`config.mk`:
```
export PLATFORM = sky130hd
export DESIGN_NAME = gpio_reg_if
export DESIGN_NICKNAME = d
export VERILOG_FILES = /design/src/rtl/gpio_pkg.sv /design/src/rtl/gpio_sync.sv /design/src/rtl/gpio_reg_if.sv
export SDC_FILE = /design/constraint.sdc
export NUM_CORES = 1
export LEC_CHECK = 0
export ABC_AREA = 1
export BUFFER_PORTS_ARGS = -buffer_cell sky130_fd_sc_hd__buf_2
export CORE_UTILIZATION = 53
export DETAILED_ROUTE_END_ITERATION = 8
export PLACE_DENSITY = 0.76
export RECOVER_POWER = 100
export SLEW_MARGIN = 20
export SYNTH_ARGS = -nofsm -noshare
export SYNTH_HDL_FRONTEND = slang
export SYNTH_HIERARCHICAL = 1
export SYNTH_SLANG_ARGS = --single-unit
```
`constraint.sdc`:
```
create_clock -name clk_i -period 8 [get_ports clk_i]
set_input_delay 1.6 -clock clk_i [delete_from_list [all_inputs] [get_ports clk_i]]
set_output_delay 1.6 -clock clk_i [all_outputs]
set_load 0.02 [all_outputs]
```
`src/rtl/gpio_pkg.sv`:
```
// Shared constants and types for the GPIO register front end.
package gpio_pkg;

  localparam int GPIO_DEFAULT_WIDTH = 32;

  // Byte offsets of the register window.
  localparam int GPIO_DIR_OFS = 'h00;
  localparam int GPIO_OUT_OFS = 'h04;
  localparam int GPIO_SET_OFS = 'h08;
  localparam int GPIO_CLR_OFS = 'h0C;
  localparam int GPIO_IN_OFS  = 'h10;

  typedef enum logic {
    IDLE = 1'b0,
    RESP = 1'b1
  } bus_state_t;

endpackage

```
`src/rtl/gpio_sync.sv`:
```
// Multi-flop synchroniser for the raw GPIO input pins; STAGES must be >= 2.
module gpio_sync #(
  parameter int WIDTH  = 32,
  parameter int STAGES = 2
) (
  input  logic             clk_i,
  input  logic             rst_i,
  input  logic [WIDTH-1:0] pins,
  output logic [WIDTH-1:0] synced
);

  logic [WIDTH-1:0] chain [STAGES];

  always_ff @(posedge clk_i or posedge rst_i) begin
    if (rst_i) begin
      for (int i = 0; i < STAGES; i++) chain[i] <= '0;
    end else begin
      chain[0] <= pins;
      for (int i = 1; i < STAGES; i++) chain[i] <= chain[i-1];
    end
  end

  assign synced = chain[STAGES-1];

endmodule

```
`src/rtl/gpio_reg_if.sv`:
```
// Bus-slave register front end driving the GPIO output stage.
// Optional macro GPIO_BYTE_STROBE_EN enables per-byte write strobes via be_i.
module gpio_reg_if
  import gpio_pkg::*;
#(
  parameter int GPIO_WIDTH  = GPIO_DEFAULT_WIDTH,
  parameter int ADDR_W      = 5,
  parameter int SYNC_STAGES = 2
) (
  input  logic                  clk_i,
  input  logic                  rst_i,
  input  logic                  req_i,
  output logic                  ready_o,
  input  logic                  we_i,
  input  logic [ADDR_W-1:0]     addr_i,
  input  logic [31:0]           wdata_i,
  input  logic [3:0]            be_i,
  output logic                  resp_valid_o,
  input  logic                  resp_ready_i,
  output logic [31:0]           rdata_o,
  output logic                  err_o,
  input  logic [GPIO_WIDTH-1:0] gpio_input_i,
  output logic [GPIO_WIDTH-1:0] gpio_direction_o,
  output logic [GPIO_WIDTH-1:0] gpio_output_o,
  output logic [GPIO_WIDTH-1:0] gpio_output_set_o,
  output logic [GPIO_WIDTH-1:0] gpio_output_clr_o
);

  // Handshake: a request is accepted on the edge where req_i & ready_o;
  // the response is retired on the edge where resp_valid_o & resp_ready_i.
  // ready_o and resp_valid_o are mutually exclusive, so one access at a time.

  bus_state_t            state;
  logic [GPIO_WIDTH-1:0] pins_synced;
  logic [ADDR_W-1:0]     word_addr;
  logic                  sel_dir, sel_out, sel_set, sel_clr, sel_in, mapped;
  logic                  wr_err, rd_err;
  logic [GPIO_WIDTH-1:0] wd, mask, wd_m, rd_val;
  logic                  unused_bits;

  gpio_sync #(
    .WIDTH  (GPIO_WIDTH),
    .STAGES (SYNC_STAGES)
  ) u_sync (
    .clk_i  (clk_i),
    .rst_i  (rst_i),
    .pins   (gpio_input_i),
    .synced (pins_synced)
  );

  assign word_addr = {addr_i[ADDR_W-1:2], 2'b00};
  assign sel_dir   = (word_addr == ADDR_W'(GPIO_DIR_OFS));
  assign sel_out   = (word_addr == ADDR_W'(GPIO_OUT_OFS));
  assign sel_set   = (word_addr == ADDR_W'(GPIO_SET_OFS));
  assign sel_clr   = (word_addr == ADDR_W'(GPIO_CLR_OFS));
  assign sel_in    = (word_addr == ADDR_W'(GPIO_IN_OFS));
  assign mapped    = sel_dir | sel_out | sel_set | sel_clr | sel_in;
  assign wr_err    = sel_in | ~mapped;
  assign rd_err    = ~mapped;

  assign wd = wdata_i[GPIO_WIDTH-1:0];

`ifdef GPIO_BYTE_STROBE_EN
  always_comb begin
    mask = '0;
    for (int i = 0; i < GPIO_WIDTH; i++) mask[i] = be_i[i/8];
  end
  assign unused_bits = ^addr_i[1:0];
`else
  assign mask        = '1;
  assign unused_bits = ^{addr_i[1:0], be_i};
`endif

  assign wd_m = wd & mask;

  // SET and CLR are write-only and read back as zero without error.
  always_comb begin
    rd_val = '0;
    if (sel_dir)     rd_val = gpio_direction_o;
    else if (sel_out) rd_val = gpio_output_o;
    else if (sel_in)  rd_val = pins_synced;
  end

  always_ff @(posedge clk_i or posedge rst_i) begin
    if (rst_i) begin
      state             <= IDLE;
      ready_o           <= 1'b1;
      resp_valid_o      <= 1'b0;
      rdata_o           <= '0;
      err_o             <= 1'b0;
      gpio_direction_o  <= '0;
      gpio_output_o     <= '0;
      gpio_output_set_o <= '0;
      gpio_output_clr_o <= '0;
    end else begin
      gpio_output_set_o <= '0;
      gpio_output_clr_o <= '0;
      case (state)
        IDLE: begin
          if (req_i) begin
            state        <= RESP;
            ready_o      <= 1'b0;
            resp_valid_o <= 1'b1;
            err_o        <= we_i ? wr_err : rd_err;
            rdata_o      <= we_i ? 32'd0 : 32'(rd_val);
            if (we_i && !wr_err) begin
              if (sel_dir) gpio_direction_o <= (gpio_direction_o & ~mask) | wd_m;
              if (sel_out) gpio_output_o    <= (gpio_output_o & ~mask) | wd_m;
              if (sel_set) begin
                gpio_output_o     <= gpio_output_o | wd_m;
                gpio_output_set_o <= wd_m;
              end
              if (sel_clr) begin
                gpio_output_o     <= gpio_output_o & ~wd_m;
                gpio_output_clr_o <= wd_m;
              end
            end
          end
        end
        RESP: begin
          if (resp_ready_i) begin
            state        <= IDLE;
            ready_o      <= 1'b1;
            resp_valid_o <= 1'b0;
          end
        end
        default: begin
          state        <= IDLE;
          ready_o      <= 1'b1;
          resp_valid_o <= 1'b0;
        end
      endcase
    end
  end

endmodule

```
Word-level counts from Yosys, hierarchy flattened
Cells that the tools add are included.
W data, S select, Z words.
{ "word_totals": {"register_bits": 228, "in_bits": 78} }
{ "op_classes": {"eq_ne": 6, "reduce_logical": 8, "n_bitwise": 10, "muxes": 25} }
{ "op_table": {"columns": ["operator", "n"], "rows": [
  ["$mux W32", 15],
  ["$and A32 B32 Y32", 1],
  ["$not A32 Y32", 1],
  ["$or A32 B32 Y32", 1],
  ["$reduce_and A4 Y1", 2],
  ["$mux W1", 7],
  ["$eq A3 B2 Y1 const B", 2],
  ["$pmux W1 S2", 3],
  ["$logic_not A5 Y1", 1],
  ["$or A1 B1 Y1", 5],
  ["$ne A2 B2 Y1 const B", 2],
  ["$reduce_and A2 Y1", 2],
  ["$eq A3 B1 Y1 const B", 1],
  ["$eq A3 B3 Y1 const B", 1],
  ["$reduce_bool A3 Y1", 1],
  ["$not A1 Y1", 2],
  ["$logic_and A1 B1 Y1", 1],
  ["$logic_not A1 Y1", 1]
]} }

Longest topological paths before layout
Gate-level depths: netlist of run 1.
{ "depth": {"ltp_word": 12, "ltp_mapped": 8, "mapped_depth_nobuf": 6} }

Cells and area by module
Netlist of run 1, hierarchy kept.
{ "modules_own_cells": {"columns": ["mod", "cells_each", "seq_area_each_um2", "n_inst", "area_per_inst_um2"], "rows": [
  ["gpio_reg_if", 868, 4105.2, 1, 7235.7],
  ["gpio_sync", 97, 1601.5, 1, 1845.5]
]} }

Worst setup path after synthesis of run 1
OpenSTA, ideal clock, no wires.
{ "synth_path": {"path_type": "input to register", "startpoint": "in addr_i[2]", "endpoint": "reg rdata_o[30]", "setup_slack_ps": 5487, "setup_ps": 117, "t_arrival_ps": 2396, "required_time_ps": 7883, "cell_stages": 7, "path_buffers": 3, "path_cell_list": "buf_2 > nor2_2 > buf_2 > buf_4 > nand3b_1 > nand3_1 > nand2_1"} }
{ "synth_between": {"elab_chain_cells": 5, "word_cells_on_any_way": 7, "classes_between": "2 x eq/ne; 4 x mux; 1 x reduce/logical"} }
{ "synth_lines": {"columns": ["item", "line", "source"], "rows": [
  ["from (decl)", "gpio_reg_if.sv:15", "input logic [ADDR_W-1:0] addr_i,"],
  ["$eq A3 B3 Y1", "gpio_reg_if.sv:56", "assign sel_in = (word_addr == ADDR_W'(GPIO_IN_OFS));"],
  ["$mux W32", "gpio_reg_if.sv:81", "else if (sel_in) rd_val = pins_synced;"],
  ["$mux W32", "gpio_reg_if.sv:80", "else if (sel_out) rd_val = gpio_output_o;"],
  ["$mux W32 (*)", "gpio_reg_if.sv:79", "if (sel_dir) rd_val = gpio_direction_o;"],
  ["$mux W32 (*)", "gpio_reg_if.sv:105", "rdata_o <= we_i ? 32'd0 : 32'(rd_val);"],
  ["to (signal assigned)", "gpio_reg_if.sv:105", null],
  ["to (decl)", "gpio_reg_if.sv:20", "output logic [31:0] rdata_o,"]
]} }
Mark *: on every way between the ends. The rest lies on a longest branch, timed or not.
A chain may end at the register's enable or synchronous reset.

Worst setup path after layout of run 1
{ "layout_path": {"startpoint": "in req_i", "endpoint": "reg gpio_direction_o[4]"} }
{ "layout_between": {"elab_chain_cells": 1} }
{ "layout_lines": {"columns": ["item", "line", "source"], "rows": [
  ["from (decl)", "gpio_reg_if.sv:12", "input logic req_i,"],
  ["$reduce_and A4 Y1 (no source line)", null, null],
  ["to (signal assigned)", "gpio_reg_if.sv:107", "if (sel_dir) gpio_direction_o <= (gpio_direction_o & ~mask) | wd_m;"],
  ["to (decl)", "gpio_reg_if.sv:23", "output logic [GPIO_WIDTH-1:0] gpio_direction_o,"]
]} }
Every way passes these cells.

==> results of run 1 <==
==> power groups by stage <==
stage / Sequential (mW) / Clock (mW) / Combinational, mW
after floorplan: 1.51 / 0 / 0.209
after global placement: 1.39 / 0 / 0.518
after detailed placement: 1.40 / 0 / 0.530
after CTS: 1.38 / 1.08 / 0.532
after global routing: 1.40 / 1.12 / 0.539
final: 1.38 / 1.06 / 0.487
==> sequential cells by signal (all words and copies together), names as in the netlist <==
| signal | count |
|---|---|
| err_o | 1 |
| gpio_direction_o | 32 |
| gpio_output_clr_o | 32 |
| gpio_output_o | 32 |
| gpio_output_set_o | 32 |
| rdata_o | 32 |
| ready_o | 1 |
| resp_valid_o | 1 |
| state | 1 |
| u_sync/chain | 32 |
| u_sync/synced | 32 |
==> critical path, cell delays in order <==
cell	delay, ns
buf_2	0.08
nand2_1	0.95
nor2_4	0.35
clkbuf_1	1.38
nand2_2	0.67
buf_4	0.50
nand2_1	0.10
o21ai_0	0.09
==> metal layers <==
layer	global-route usage [%]	up-vias	routed length (µm)
met5	0	-	0
met4	7.79	0	526
met3	4.83	44	1610
met2	45.2	294	11300
met1	37.5	3497	9980
li1	-	3406	-
==> layout make-up <==
class	count	share of cell area (%)
clock inverter	3	0.377
clock buffer	37	6.68
timing repair buffer	245	9.79
multi-input combinational	599	25.2
antenna	1	0.0236
tap	220	2.59
sequential	228	53.8
inverter	44	1.57
==> logic make-up after synthesis <==
logic type | after synthesis | share of synthesized area [%]
AND/OR/NAND/NOR | 500 | 24.0
flip-flops | 228 | 62.8
buffers and inverters | 138 | 7.74
AO/OA/AOI/OAI | 99 | 5.46
==> placed cells by master, fill, tap and decap left out, types with 2 or more instances in the layout <==
cell type  netlist  routed
clkinv_2         0       2
buf_2           34      68
nor2_4           1       2
clkbuf_8         0       8
buf_4           38       9
clkbuf_1        14     174
clkbuf_16        0      23
nand4_1         32      32
inv_1           42      41
dfrtp_1        227     227
nand3_1         65      66
nand2_1        298     298
o21ai_0         36      95
nand3b_1        31      31
nor2_1          69      69
o21ai_1         63       4
==> through the flow <==
stage	setup slack, ns	power, mW	area [µm²]	instances
finish	2.61	2.93	10600	1377
global route	2.18	3.06	10600	1377
CTS	4.46	2.99	10800	1376
detailed placement	3.96	1.93	10100	1336
global placement	3.97	1.91	10100	1336
floorplan	1.97	1.72	9080	965
==> worst paths after layout <==
check / end / slack [ns] / cells past startpoint / start
hold / removal: u_sync/synced[17]$_DFF_PP0_ / 0.35 / 0 / u_sync/chain[49]$_DFF_PP0_
hold reg to reg: u_sync/synced[17]$_DFF_PP0_ / 0.35 / 0 / u_sync/chain[49]$_DFF_PP0_
setup reg to reg: gpio_direction_o[4]$_DFFE_PP0P_ / 3.33 / 8 / state$_DFF_PP0_
setup / recovery: gpio_direction_o[4]$_DFFE_PP0P_ / 2.61 / 8 / req_i
min in group asynchronous: resp_valid_o$_DFFE_PP0P_ / 2.27 / 2 / rst_i
max in group asynchronous: rdata_o[21]$_DFFE_PP0P_ / 3.43 / 3 / rst_i
==> run_results.csv, run 1 <==
group,metric,value,unit
status,status,"finished, violations left",
status,violations,"max-capacitance violations, max-slew violations",
timing,setup_viol,0,
grt,grt_max_degree,97,
floorplan,rows,47,
cts,cts_setup_buffers,0,
job,cap_viol_max_count,6,
cts,clk_latency,0.50,ns
logic_synthesis,synth_cells,965,
final_layout,multi_input_area,2670,µm²
timing,tns,0,ns
logic_synthesis,synth_top_area_share,62.6,%
logic_synthesis,ys_top_cells_by_area,"dfrtp_1 (63%), nand2_1 (12%), nand3_1 (3.6%)",
detailed_routing,drc,0,
worst_setup_path,cp.required,8.36,ns
logic_synthesis,synth_edf_count,0,
timing,max_slew.worst_pin.slew,3.94,ns
timing,slew_viol_final,297,
final_layout,layout.nets,1219,
pwr,comb_power_share,16.6,%
final_layout,fillers,1437,
timing,finClkSkew,0.00721,ns
detailed_routing,wire_per_inst,17.0,µm
logic_synthesis,synth_area,9080,µm²
final_layout,area_growth,16.8,%
worst_setup_path,end_kind,"register",
worst_setup_path,path_class,"input pin to register",
logic_synthesis,syn_nets,1043,
detailed_routing,vias_per_cell,5.26,
timing,fin_crit,5.39,ns
timing,final.period_utilization,67.4,%
floorplan,initial_core_util,54.6,%
timing,slew_headroom,-164,%
final_layout,drive_above_1_share,10.2,%
cts,cts-buffers-inserted,23,
pwr,peakVddDrop,196,µV
cts,cts_tree,"done",
place,port_buffers,234,
logic_synthesis,yosysTopAreaCell,"dfrtp_1",
floorplan,die_w,133,µm
detailed_routing,vias,7241,
grt,grt_first_pass_wirelength,38000,µm
floorplan,die_h,133,µm
timing,timing.hold.ws,0.347,ns
grt,grt_pass1_vias,7087,
logic_synthesis,synthFlopType,"dfrtp_1",
pwr,power_frac_clock,36.1,%
place,gp_congestion,0.793,
final_layout,final_util,63.7,%
grt,gr-total-overflow,0,
logic_synthesis,yosysMostFrequentCell,"nand2_1",
timing,rsz0062_at_grt,"no",
floorplan,die_area,17700,µm²
timing,hold_viol,0,
grt,grt_usage,27.4,%
detailed_routing,ant_nets,0,
cts,clk_pin_slew,0.06,ns
pwr,p_sw_share,30.1,%
worst_setup_path,crit_path_start_kind,"input pin",
logic_synthesis,syn_avg_cell_area,9.41,µm²
pwr,switchingPower,0.880,mW
detailed_routing,drt-initial-drc-count,540,
grt,antenna_found_initial,1,
floorplan,ios,241,
pwr,powerDensity,276,nW/µm²
cts,clock-root-buffer,"clkbuf_16",
pwr,p_leak,5.24,nW
pwr,p_int,2.05,mW
final_layout,ff_latch_area,5710,µm²
logic_synthesis,synth_cell_type_count,19,
cts,cts.sinks,228,
place,hpwl,14100,µm
floorplan,core_region_area,16600,µm²
cts,postCtsHoldBufs,0,
logic_synthesis,synthTopCellsByCount,"nand2_1 (298), dfrtp_1 (227), nor2_1 (69), nand3_1 (65), o21ai_1 (63)",
logic_synthesis,ys_ff_latch,228,
worst_setup_path,arrival,5.75,ns
detailed_routing,dr.pass1.iters,5,
timing,fmax,185,MHz
detailed_routing,routed_wl,23400,µm
cts,htree_levels,1,
logic_synthesis,yosysSeqAreaShare,62.8,%
cts,cts_resized,0,
min_path,hold_path_class,"register to register",
cts,clock_path_buffers,3,
logic_synthesis,async_flop_share,100,%
logic_synthesis,yosysWarnings,6,
worst_setup_path,crit_fanout,42,
pwr,power.share.sequential,47.3,%
No activity file was read; power rests on OpenSTA's default activity.
==> inputs of run 2 (changes only) <==
- clock period: 8 -> 5.6 ns (I/O delays scaled with it)
==> run 2 against run 1 <==
Against the previous run: the run still ends with max-capacitance violations, max-slew violations left; cell area up 0.85%; critical path depth down 3; power rose by 48%; final cell count up 0.15%; clock skew shrank 0.0016 ns; clock power rose by 57%; core utilization rose by 0.54 points; first-iteration DRC count fell by 1.3%; die area is the same; hold slack improved by 0.00089 ns; sequential cell count unchanged; register-to-register slack lost 1.0 ns; largest power group unchanged.
==> run_results.csv, run 2 (same netlist as run 1, synthesis figures left out) <==
group,metric,value,unit
final_layout,ff_latch_area,5710,µm²
grt,grt_max_degree,97,
final_layout,fillers,1419,
worst_setup_path,path_cells,"clkbuf_1, inv_2, nand2_1, buf_4, nor2_1",
worst_setup_path,slowest_delay,1.45,ns
place,hpwl,14600,µm
final_layout,multi_input_area,2670,µm²
timing,timing.hold.ws,0.348,ns
cts,clk_latency,0.50,ns
pwr,powerDensity,406,nW/µm²
grt,met1_usage,36.3,%
timing,fin_ws,1.43,ns
timing,slew_headroom,-36.9,%
timing,slew_viol_final,186,
job,cap_viol_max_count,5,
worst_setup_path,arrival,4.54,ns
place,dp_cells,1337,
floorplan,die_h,133,µm
grt,grt_usage,27.1,%
worst_setup_path,path_class,"input pin to register",
detailed_routing,drc,0,
min_path,hold_path_class,"register to register",
timing,fin_crit,4.17,ns
floorplan,core_region_area,16600,µm²
grt,top_usage_layer,"met2",
final_layout,drive_above_1_share,10.5,%
worst_setup_path,crit_fanout,36,
timing,max_slew.worst_pin.slew,2.05,ns
grt,grt_first_pass_wirelength,37400,µm
timing,fmax,240,MHz
status,violations,"max-capacitance violations, max-slew violations",
cts,cts_tree,"done",
final_layout,final_common_cell,"nand2_1",
detailed_routing,dr.pass1.iters,8,
worst_setup_path,crit_path_start_kind,"input pin",
cts,postCtsHoldBufs,0,
worst_setup_path,cp.required,5.97,ns
detailed_routing,routed_wl,23800,µm
detailed_routing,drt-initial-drc-count,533,
cts,htree_levels,1,
pwr,p_leak,5.28,nW
detailed_routing,vias,7387,
grt,antenna_found_initial,1,
timing,finClkSkew,0.00558,ns
worst_setup_path,critPathTopFamily,"buffers and inverters",
final_layout,final_cell_mix,"nand2_1 (299), dfrtp_1 (227), clkbuf_1 (173)",
final_layout,final_util,64.3,%
place,place_ws,2.18,ns
floorplan,die_area,17700,µm²
grt,use_met2,44.5,%
timing,setup_viol,0,
detailed_routing,wire_per_inst,17.3,µm
place,placed_area,10100,µm²
worst_setup_path,end_kind,"register",
floorplan,die_w,133,µm
timing,tns,0,ns
timing,hold_viol,0,
pwr,peakVddDrop,320,µV
cts,cts_resized,0,
final_layout,fin_area,10700,µm²
grt,grtUsageMet3,5.59,%
floorplan,initial_core_util,54.6,%
cts,clk_pin_slew,0.06,ns
final_layout,finalNonFillerCells,1379,
cts,clock-root-buffer,"clkbuf_16",
worst_setup_path,cp_num_buf_inv,3,
timing,rsz0062_at_grt,"no",
status,status,"finished, violations left",
place,gp_congestion,0.775,
detailed_routing,vias_per_cell,5.36,
place,port_buffers,234,
worst_setup_path,rrSetupSlack,2.29,ns
cts,cts.sinks,228,
final_layout,area_growth,17.8,%
final_layout,layout.nets,1220,
cts,clock_path_buffers,3,
timing,final.period_utilization,74.5,%
worst_setup_path,cp_slowest_cell,"clkbuf_1",
grt,gr-total-overflow,0,
detailed_routing,ant_nets,0,
cts,cts_setup_buffers,0,
cts,cts-buffers-inserted,23,
floorplan,ios,241,
grt,grt_pass1_vias,7000,
pwr,finalPower,4.34,mW
floorplan,rows,47,
[run 2: cell types whose count changed in the layout (fill, tap and decap cells not counted), sizes merged]
cell	change
bufinv	+4
clkbuf	-2
[run 2: worst paths after layout]
path                                       startpoint  cells past startpoint                          endpoint
min                        u_sync/chain[61]$_DFF_PP0_                      0       u_sync/synced[29]$_DFF_PP0_
min in group asynchronous                       rst_i                      3        u_sync/chain[61]$_DFF_PP0_
max in group asynchronous                       rst_i                      3     gpio_output_o[13]$_DFFE_PP0P_
min reg2reg                u_sync/chain[61]$_DFF_PP0_                      0       u_sync/synced[29]$_DFF_PP0_
max                                         addr_i[2]                      5   gpio_output_set_o[27]$_DFF_PP0_
max reg2reg                           state$_DFF_PP0_                      6  gpio_direction_o[28]$_DFFE_PP0P_
[run 2: layout make-up]
| type | count | area share, % |
|---|---|---|
| well taps | 220 | 2.57 |
| repair buffers | 246 | 9.79 |
| inverters | 44 | 1.56 |
| diodes | 1 | 0.0234 |
| clock inverters | 7 | 1.50 |
| clock buffers | 34 | 6.23 |
| flip-flops and latches | 228 | 53.3 |
| multi-input cells | 599 | 25.0 |
[run 2: per-layer routing]
| metal | share of wire, % | vias to the layer above |
|---|---|---|
| li1 | - | 3407 |
| met1 | 42 | 3609 |
| met2 | 49 | 336 |
| met3 | 7.3 | 35 |
| met4 | 2.0 | 0 |
| met5 | 0 | - |
[run 2: power breakdown]
group          total (mW)  internal [mW]  switching, mW
sequential           1.98           1.83          0.151
clock                1.66           1.05          0.611
combinational       0.698          0.193          0.505
[run 2: worst register-to-register path, cell delays in order (launching register included)]
cell and delay (ns):
dfrtp_1 0.35, inv_1 0.05, nand2_1 1.17, nor2_1 0.21, nand2_1 0.76, buf_4 0.49
o21ai_0 0.14
